### src/rtl/uart_echo_pkg.sv
// rtl/uart_echo_pkg.sv - shared types and constants for the buffered UART echo core
package uart_echo_pkg;

    typedef enum logic [1:0] {
        ST_IDLE      = 2'd0,
        ST_LAUNCH    = 2'd1,
        ST_WAIT_BUSY = 2'd2,
        ST_WAIT_DONE = 2'd3
    } echo_state_e;

    localparam logic [7:0] TERM_DEFAULT = 8'h0D;

    // Cycles spent waiting for TxD_busy to rise before the launch is treated as complete
    localparam int unsigned WAIT_BUSY_TIMEOUT = 2;

endpackage

### src/rtl/uart_sync_fifo.sv
// rtl/uart_sync_fifo.sv - character storage with extended-width write/read pointers
module uart_sync_fifo #(
    parameter int DATA_W = 8,
    parameter int DEPTH  = 16,
    parameter int CNT_W  = $clog2(DEPTH) + 1
) (
    input  logic              clk,
    input  logic              rst_n,
    input  logic              push,
    input  logic [DATA_W-1:0] push_data,
    input  logic              pop,
    output logic [DATA_W-1:0] rd_data,
    output logic [CNT_W-1:0]  wr_ptr,
    output logic [CNT_W-1:0]  rd_ptr,
    output logic [CNT_W-1:0]  wr_ptr_next,
    output logic [CNT_W-1:0]  rd_ptr_next
);

    localparam int AW = CNT_W - 1;
    localparam logic [CNT_W-1:0] PTR_ONE = CNT_W'(1);

    logic [DATA_W-1:0] mem_q [DEPTH];
    logic [CNT_W-1:0]  wr_ptr_q;
    logic [CNT_W-1:0]  wr_ptr_d;
    logic [CNT_W-1:0]  rd_ptr_q;
    logic [CNT_W-1:0]  rd_ptr_d;

    always_comb begin
        wr_ptr_d = wr_ptr_q;
        rd_ptr_d = rd_ptr_q;
        if (push) begin
            wr_ptr_d = wr_ptr_q + PTR_ONE;
        end
        if (pop) begin
            rd_ptr_d = rd_ptr_q + PTR_ONE;
        end
    end

    always_ff @(posedge clk or negedge rst_n) begin
        if (!rst_n) begin
            wr_ptr_q <= '0;
            rd_ptr_q <= '0;
        end else begin
            wr_ptr_q <= wr_ptr_d;
            rd_ptr_q <= rd_ptr_d;
        end
    end

    // Storage carries no reset; only pointer-qualified entries are ever read
    always_ff @(posedge clk) begin
        if (push) begin
            mem_q[wr_ptr_q[AW-1:0]] <= push_data;
        end
    end

    assign rd_data     = mem_q[rd_ptr_q[AW-1:0]];
    assign wr_ptr      = wr_ptr_q;
    assign rd_ptr      = rd_ptr_q;
    assign wr_ptr_next = wr_ptr_d;
    assign rd_ptr_next = rd_ptr_d;

endmodule

### src/rtl/uart_echo_buffer.sv
// rtl/uart_echo_buffer.sv - buffered receiver-to-transmitter echo with optional line mode
module uart_echo_buffer
    import uart_echo_pkg::*;
#(
    parameter int                DATA_W = 8,
    parameter int                DEPTH  = 16,
    parameter logic [DATA_W-1:0] TERM   = DATA_W'(TERM_DEFAULT),
    parameter int                CNT_W  = $clog2(DEPTH) + 1
) (
    input  logic              clk,
    input  logic              rst_n,
    input  logic              line_mode,
    input  logic              rx_valid,
    input  logic [DATA_W-1:0] rx_data,
    output logic              tx_start,
    output logic [DATA_W-1:0] tx_data,
    input  logic              tx_busy,
    output logic [CNT_W-1:0]  fifo_count,
    output logic              overrun,
    input  logic              overrun_clr
);

    localparam int AW = CNT_W - 1;
    localparam logic [CNT_W-1:0] DEPTH_CNT = CNT_W'(DEPTH);
    localparam logic [1:0]       WB_LAST   = 2'(WAIT_BUSY_TIMEOUT - 1);

    echo_state_e       state_q;
    echo_state_e       state_d;
    logic [1:0]        timer_q;
    logic [1:0]        timer_d;
    logic [DATA_W-1:0] tx_data_q;
    logic [DATA_W-1:0] tx_data_d;
    logic [CNT_W-1:0]  cm_ptr_q;
    logic [CNT_W-1:0]  cm_ptr_d;
    logic [CNT_W-1:0]  count_q;
    logic [CNT_W-1:0]  count_d;
    logic              overrun_q;
    logic              overrun_d;

    logic [DATA_W-1:0] rd_data;
    logic [CNT_W-1:0]  wr_ptr;
    logic [CNT_W-1:0]  rd_ptr;
    logic [CNT_W-1:0]  wr_ptr_next;
    logic [CNT_W-1:0]  rd_ptr_next;
    logic [CNT_W-1:0]  occ_next;
    logic              full;
    logic              releasable;
    logic              pop;
    logic              push;
    logic              drop;

    uart_sync_fifo #(
        .DATA_W (DATA_W),
        .DEPTH  (DEPTH),
        .CNT_W  (CNT_W)
    ) u_fifo (
        .clk         (clk),
        .rst_n       (rst_n),
        .push        (push),
        .push_data   (rx_data),
        .pop         (pop),
        .rd_data     (rd_data),
        .wr_ptr      (wr_ptr),
        .rd_ptr      (rd_ptr),
        .wr_ptr_next (wr_ptr_next),
        .rd_ptr_next (rd_ptr_next)
    );

    assign full       = (wr_ptr[AW] != rd_ptr[AW]) && (wr_ptr[AW-1:0] == rd_ptr[AW-1:0]);
    assign releasable = (rd_ptr != cm_ptr_q);
    assign pop        = (state_q == ST_IDLE) && releasable && !tx_busy;
    assign push       = rx_valid && (!full || pop);
    assign drop       = rx_valid && full && !pop;
    assign occ_next   = wr_ptr_next - rd_ptr_next;

    // Line mode commits on the terminator, or when the FIFO fills so a CR-less line cannot stall it
    always_comb begin
        cm_ptr_d = cm_ptr_q;
        if (!line_mode) begin
            cm_ptr_d = wr_ptr;
        end else if (push && ((rx_data == TERM) || (occ_next == DEPTH_CNT))) begin
            cm_ptr_d = wr_ptr_next;
        end
    end

    always_comb begin
        count_d   = occ_next;
        overrun_d = overrun_q;
        if (drop) begin
            overrun_d = 1'b1;
        end else if (overrun_clr) begin
            overrun_d = 1'b0;
        end
        tx_data_d = pop ? rd_data : tx_data_q;
    end

    always_comb begin
        state_d  = state_q;
        timer_d  = timer_q;
        tx_start = 1'b0;
        case (state_q)
            ST_IDLE: begin
                timer_d = '0;
                if (pop) begin
                    state_d = ST_LAUNCH;
                end
            end
            ST_LAUNCH: begin
                tx_start = 1'b1;
                timer_d  = '0;
                state_d  = ST_WAIT_BUSY;
            end
            ST_WAIT_BUSY: begin
                if (tx_busy) begin
                    state_d = ST_WAIT_DONE;
                end else if (timer_q == WB_LAST) begin
                    state_d = ST_IDLE;
                end else begin
                    timer_d = timer_q + 2'd1;
                end
            end
            ST_WAIT_DONE: begin
                if (!tx_busy) begin
                    state_d = ST_IDLE;
                end
            end
            default: begin
                state_d = ST_IDLE;
            end
        endcase
    end

    always_ff @(posedge clk or negedge rst_n) begin
        if (!rst_n) begin
            state_q   <= ST_IDLE;
            timer_q   <= '0;
            tx_data_q <= '0;
            cm_ptr_q  <= '0;
            count_q   <= '0;
            overrun_q <= 1'b0;
        end else begin
            state_q   <= state_d;
            timer_q   <= timer_d;
            tx_data_q <= tx_data_d;
            cm_ptr_q  <= cm_ptr_d;
            count_q   <= count_d;
            overrun_q <= overrun_d;
        end
    end

    assign tx_data    = tx_data_q;
    assign fifo_count = count_q;
    assign overrun    = overrun_q;

endmodule

### config.mk
export PLATFORM = sky130hd
export DESIGN_NAME = uart_echo_buffer
export DESIGN_NICKNAME = d
export VERILOG_FILES = /design/src/rtl/uart_echo_pkg.sv /design/src/rtl/uart_sync_fifo.sv /design/src/rtl/uart_echo_buffer.sv
export SDC_FILE = /design/constraint.sdc
export NUM_CORES = 1
export LEC_CHECK = 0
export ABC_AREA = 0
export CORE_ASPECT_RATIO = 1.2
export CORE_MARGIN = 5
export CORE_UTILIZATION = 30
export CTS_BUF_LIST = sky130_fd_sc_hd__clkbuf_4
export CTS_CLUSTER_DIAMETER = 60
export CTS_CLUSTER_SIZE = 8
export DETAILED_ROUTE_END_ITERATION = 8
export PLACE_DENSITY = 0.5
export SLEW_MARGIN = 20
export SYNTH_ARGS = -nofsm -noshare
export SYNTH_HDL_FRONTEND = slang
export SYNTH_SLANG_ARGS = --single-unit
export TNS_END_PERCENT = 5
### constraint.sdc
create_clock -name clk -period 3.7 [get_ports clk]
set_input_delay 0.74 -clock clk [delete_from_list [all_inputs] [get_ports clk]]
set_output_delay 0.74 -clock clk [all_outputs]
set_load 0.02 [all_outputs]
==> results.md <==
- Slew @ Worst Pin: roughly 0.71 ns
- M1 WL: around 6.6 mm
- CP Launch Type: register
- DR top layer: met4
- Clock Skew: around 0.028 ns
- Worst-path cell chain: xor2_2, nor3_4, a21bo_4, a21oi_4, buf_4, nand4_1, xnor2_2, ha_1, a21oi_2, xnor2_1, xnor2_1, xor2_1, and3_4, a31oi_4, mux2i_1, a2111oi_1
- Initial core utilization: a little under a third
- Mapped Area: a little under 0.007 sq mm
- Die height: around 180 um
- Initial antenna violation count: 1
- Hold_sp: tx_data[7]$_DFFE_PN0N_
- Reg-to-reg startpoint: cm_ptr_q[2]$_DFFE_PN0P_
- Worst path max stage delay: approximately 0.47 ns
- CP top delay family: compound AO/OA/AOI/OAI gates
- Gp weighted congestion: about 0.82
- Synthesized area per cell: about 18 sq um
- Gate Count Post-Synth: ~390
- Final setup vio count: 0
- CTS max path bufs: 2
- Met3 WL: between 600 and 700 um
- Routed vias: 3839
- WL/cell: 20.1 um
- Slew Limit Fails: 0
- PwrDens: 834 mW/mm^2
- Yosys reg bits: 161
- Commonest non-fill, non-tap cell in the layout: edfxtp_1
- CTS tree: done
- Worst path slowest cell: dfrtp_2
- Final Hold Viols: 0
- Die area: roughly 0.026 sq mm
- CP dominant cell by count: xnor2_1
- First-pass GRT wire length: between 20 and 25 mm
- # nets final: 520
- Most frequent cells in the layout: 128 x edfxtp_1, 78 x buf_4, 40 x mux4_2, 27 x dfrtp_1, 27 x clkdlybuf4s50_1
- Asr flop ratio synth: around a fifth
- Post-synth top flop: edfxtp_1
- Clk_lat worst skew: about 0.57 ns
- Crit. End Element: register
- Syn nets: between 400 and 500
- Post-synth top area share: a little under three fifths
- Drt first pass iters: 6
- Syn-to-layout area delta: 23.3%
- # IOs: 29
- Buffers & Inverters on Critical Path: 1
- Met2 WL: around 8.3 mm
- Finished Core Util: 37.6%
- Post-CTS Hold Buffers: 0
- # DRC: 0
- Slew headroom: between 50 and 60%
- Status: finished clean
- Hpwl dp: between 10 and 15 mm
- Period minus WS final: 3.64 ns
- Clk root buf: clkbuf_4
- Period utilization: between 90% and 100%
- Crit Path Class: reg2reg
- Area contributors post-synth: edfxtp_1 56%, mux4_2 13%, dfrtp_1 12%, ha_1 1.8%, xnor2_1 1.7%
- Grt total ovfl: 0
- Biggest area consumer among synthesized cells: edfxtp_1
- RSZ-0062 raised after global routing: true
- CTS buffer count: 17
- Yosys warns: 0
- Fmax: about 270 MHz
- Hold_ws: 0.528 ns
- Leakage power: 3.04 nW
- CP arrival: just over 4 ns
- Setup crit start: cm_ptr_q[2]$_DFFE_PN0P_
- Synth cell types: 51
- Crit path max fanout: 4
- Number of flops mapped to enable cells by yosys: between 100 and 150
- Vias in the first global route: between 4000 and 5000
- Share of layout cells above drive strength 1: a little under two fifths
- CTS sink cnt: 161
- Routed Antenna Nets: 0
- Die width: 148 um
- H-tree Lvls: 4
- Core area: about 0.022 sq mm
- Initial DRC count: between 200 and 300
- Clock transition at the registers of the reported paths: 0.16 ns
- Port Buffers: 28
- CP Data Required Time: around 4.2 ns
- DR vias/cell: approximately 5
- Post-synthesis sequential area ratio: between 60% and 70%
- Worst vdd ir: between 0.2 and 0.3 mV
- HP Class: reg2reg
- Total Wirelength: ~16 mm
- Number of max-cap violations: 0
- Rows: 60
- Largest net degree at the start of global routing: 34
- Total GRT Usage: approximately an eighth
[cell type report]
type | instances | area (sq um)
sequential | 161 | 4680
multi-input combinational | 189 | 2140
clock inverter | 15 | 186
tap | 279 | 349
inverter | 17 | 63.8
timing repair buffer | 109 | 902
clock buffer | 17 | 128
antenna | 1 | 2.50
fill | 2111 | 14000
[synth_stat cells (4+ instances only)]
library cell  number
mux2i_1            4
nand2_1           18
a21oi_1            5
xor2_1            13
edfxtp_1         128
buf_1              5
dfrtp_1           33
clkbuf_1           8
mux4_2            40
xnor2_1           13
ha_1              10
inv_1             17
nor2b_1            4
mux2_2             8
nor3_1             6
o21ai_0            6
nor2_1            20
[flip-flops by register name, indices dropped and copies added, names as in the netlist]
name / count
cm_ptr_q: 5
fifo_count: 5
overrun: 1
state_q: 2
timer_q: 2
tx_data: 8
u_fifo.mem_q: 128
u_fifo.rd_ptr: 5
u_fifo.wr_ptr: 5
[per-layer routing]
layer / up-vias / global-route usage, %
li1: 1723 / -
met1: 1995 / 15.4
met2: 97 / 22.1
met3: 24 / 3.15
met4: 0 / 4.08
met5: - / 0
[per-stage QoR]
step	area (sq um)	setup TNS (ns)	setup slack [ns]	power (W)	instances
final	8450	0	0.0606	0.00705	788
after global routing	8450	-0.533	-0.164	0.00747	788
after CTS	8280	-0.00729	-0.00729	0.00695	777
after detailed placement	7900	-2.65	-0.583	0.00567	740
after global placement	7900	-2.14	-0.459	0.00567	740
after floorplan	6880	-0.0391	-0.0391	0.00444	386
[worst register-to-register path, cell delays in order, from the launching register on]
cell and delay [ns]:
dfrtp_2 0.47, xor2_2 0.22, nor3_4 0.07, a21bo_4 0.24
a21oi_4 0.21, buf_4 0.15, nand4_1 0.17, xnor2_2 0.20
ha_1 0.33, a21oi_2 0.15, xnor2_1 0.14, xnor2_1 0.15
xor2_1 0.21, and3_4 0.23, a31oi_4 0.11, mux2i_1 0.16
a2111oi_1 0.33
[power breakdown]
group / switching (W) / internal [W] / leakage, nW
Combinational: 0.00166 / 0.00179 / 1.33
Clock: 0.000727 / 0.000384 / 0.166
Sequential: 0.000188 / 0.00229 / 1.55
Total: 0.00258 / 0.00447 / 3.04
[what timing repair did]
| item | CTS | global route |
|---|---|---|
| endpoints found under the hold margin | 0 | 0 |
| gates resized for setup | 9 | 17 |
| pin swaps | 8 | 12 |
| setup buffers | 5 | 10 |
| setup endpoints to repair | 4 | 5 |
[cell families (layout without fill, tap and decap cells)]
| family | count (synthesis) | in the layout | share of synthesized area, % |
|---|---|---|---|
| AOI/OAI and AO/OA | 29 | 29 | 3.38 |
| xor gates and xnor gates | 27 | 27 | 3.65 |
| adders and majority gates | 11 | 11 | 2.12 |
| buffers and inverters | 36 | 158 | 2.30 |
| DFF | 161 | 161 | 68.2 |
| muxes | 52 | 52 | 15.1 |
| other | 0 | 1 | 0 |
| and+or+nand+nor | 70 | 70 | 5.33 |
[worst paths after layout]
check	to	slack, ns	cells after the start
worst max register to register	cm_ptr_q[3]$_DFFE_PN0P_	0.06	16
max in group asynchronous	u_fifo.rd_ptr[0]$_DFF_PN0_	2.73	2
min in group asynchronous	u_fifo.wr_ptr[0]$_DFF_PN0_	0.59	2
worst max-delay path	cm_ptr_q[3]$_DFFE_PN0P_	0.06	16
worst min register to register	tx_data[7]$_DFFE_PN0N_	0.53	1
worst min-delay path	tx_data[7]$_DFFE_PN0N_	0.53	1
Note: power is estimated with default switching activity, not from simulation.
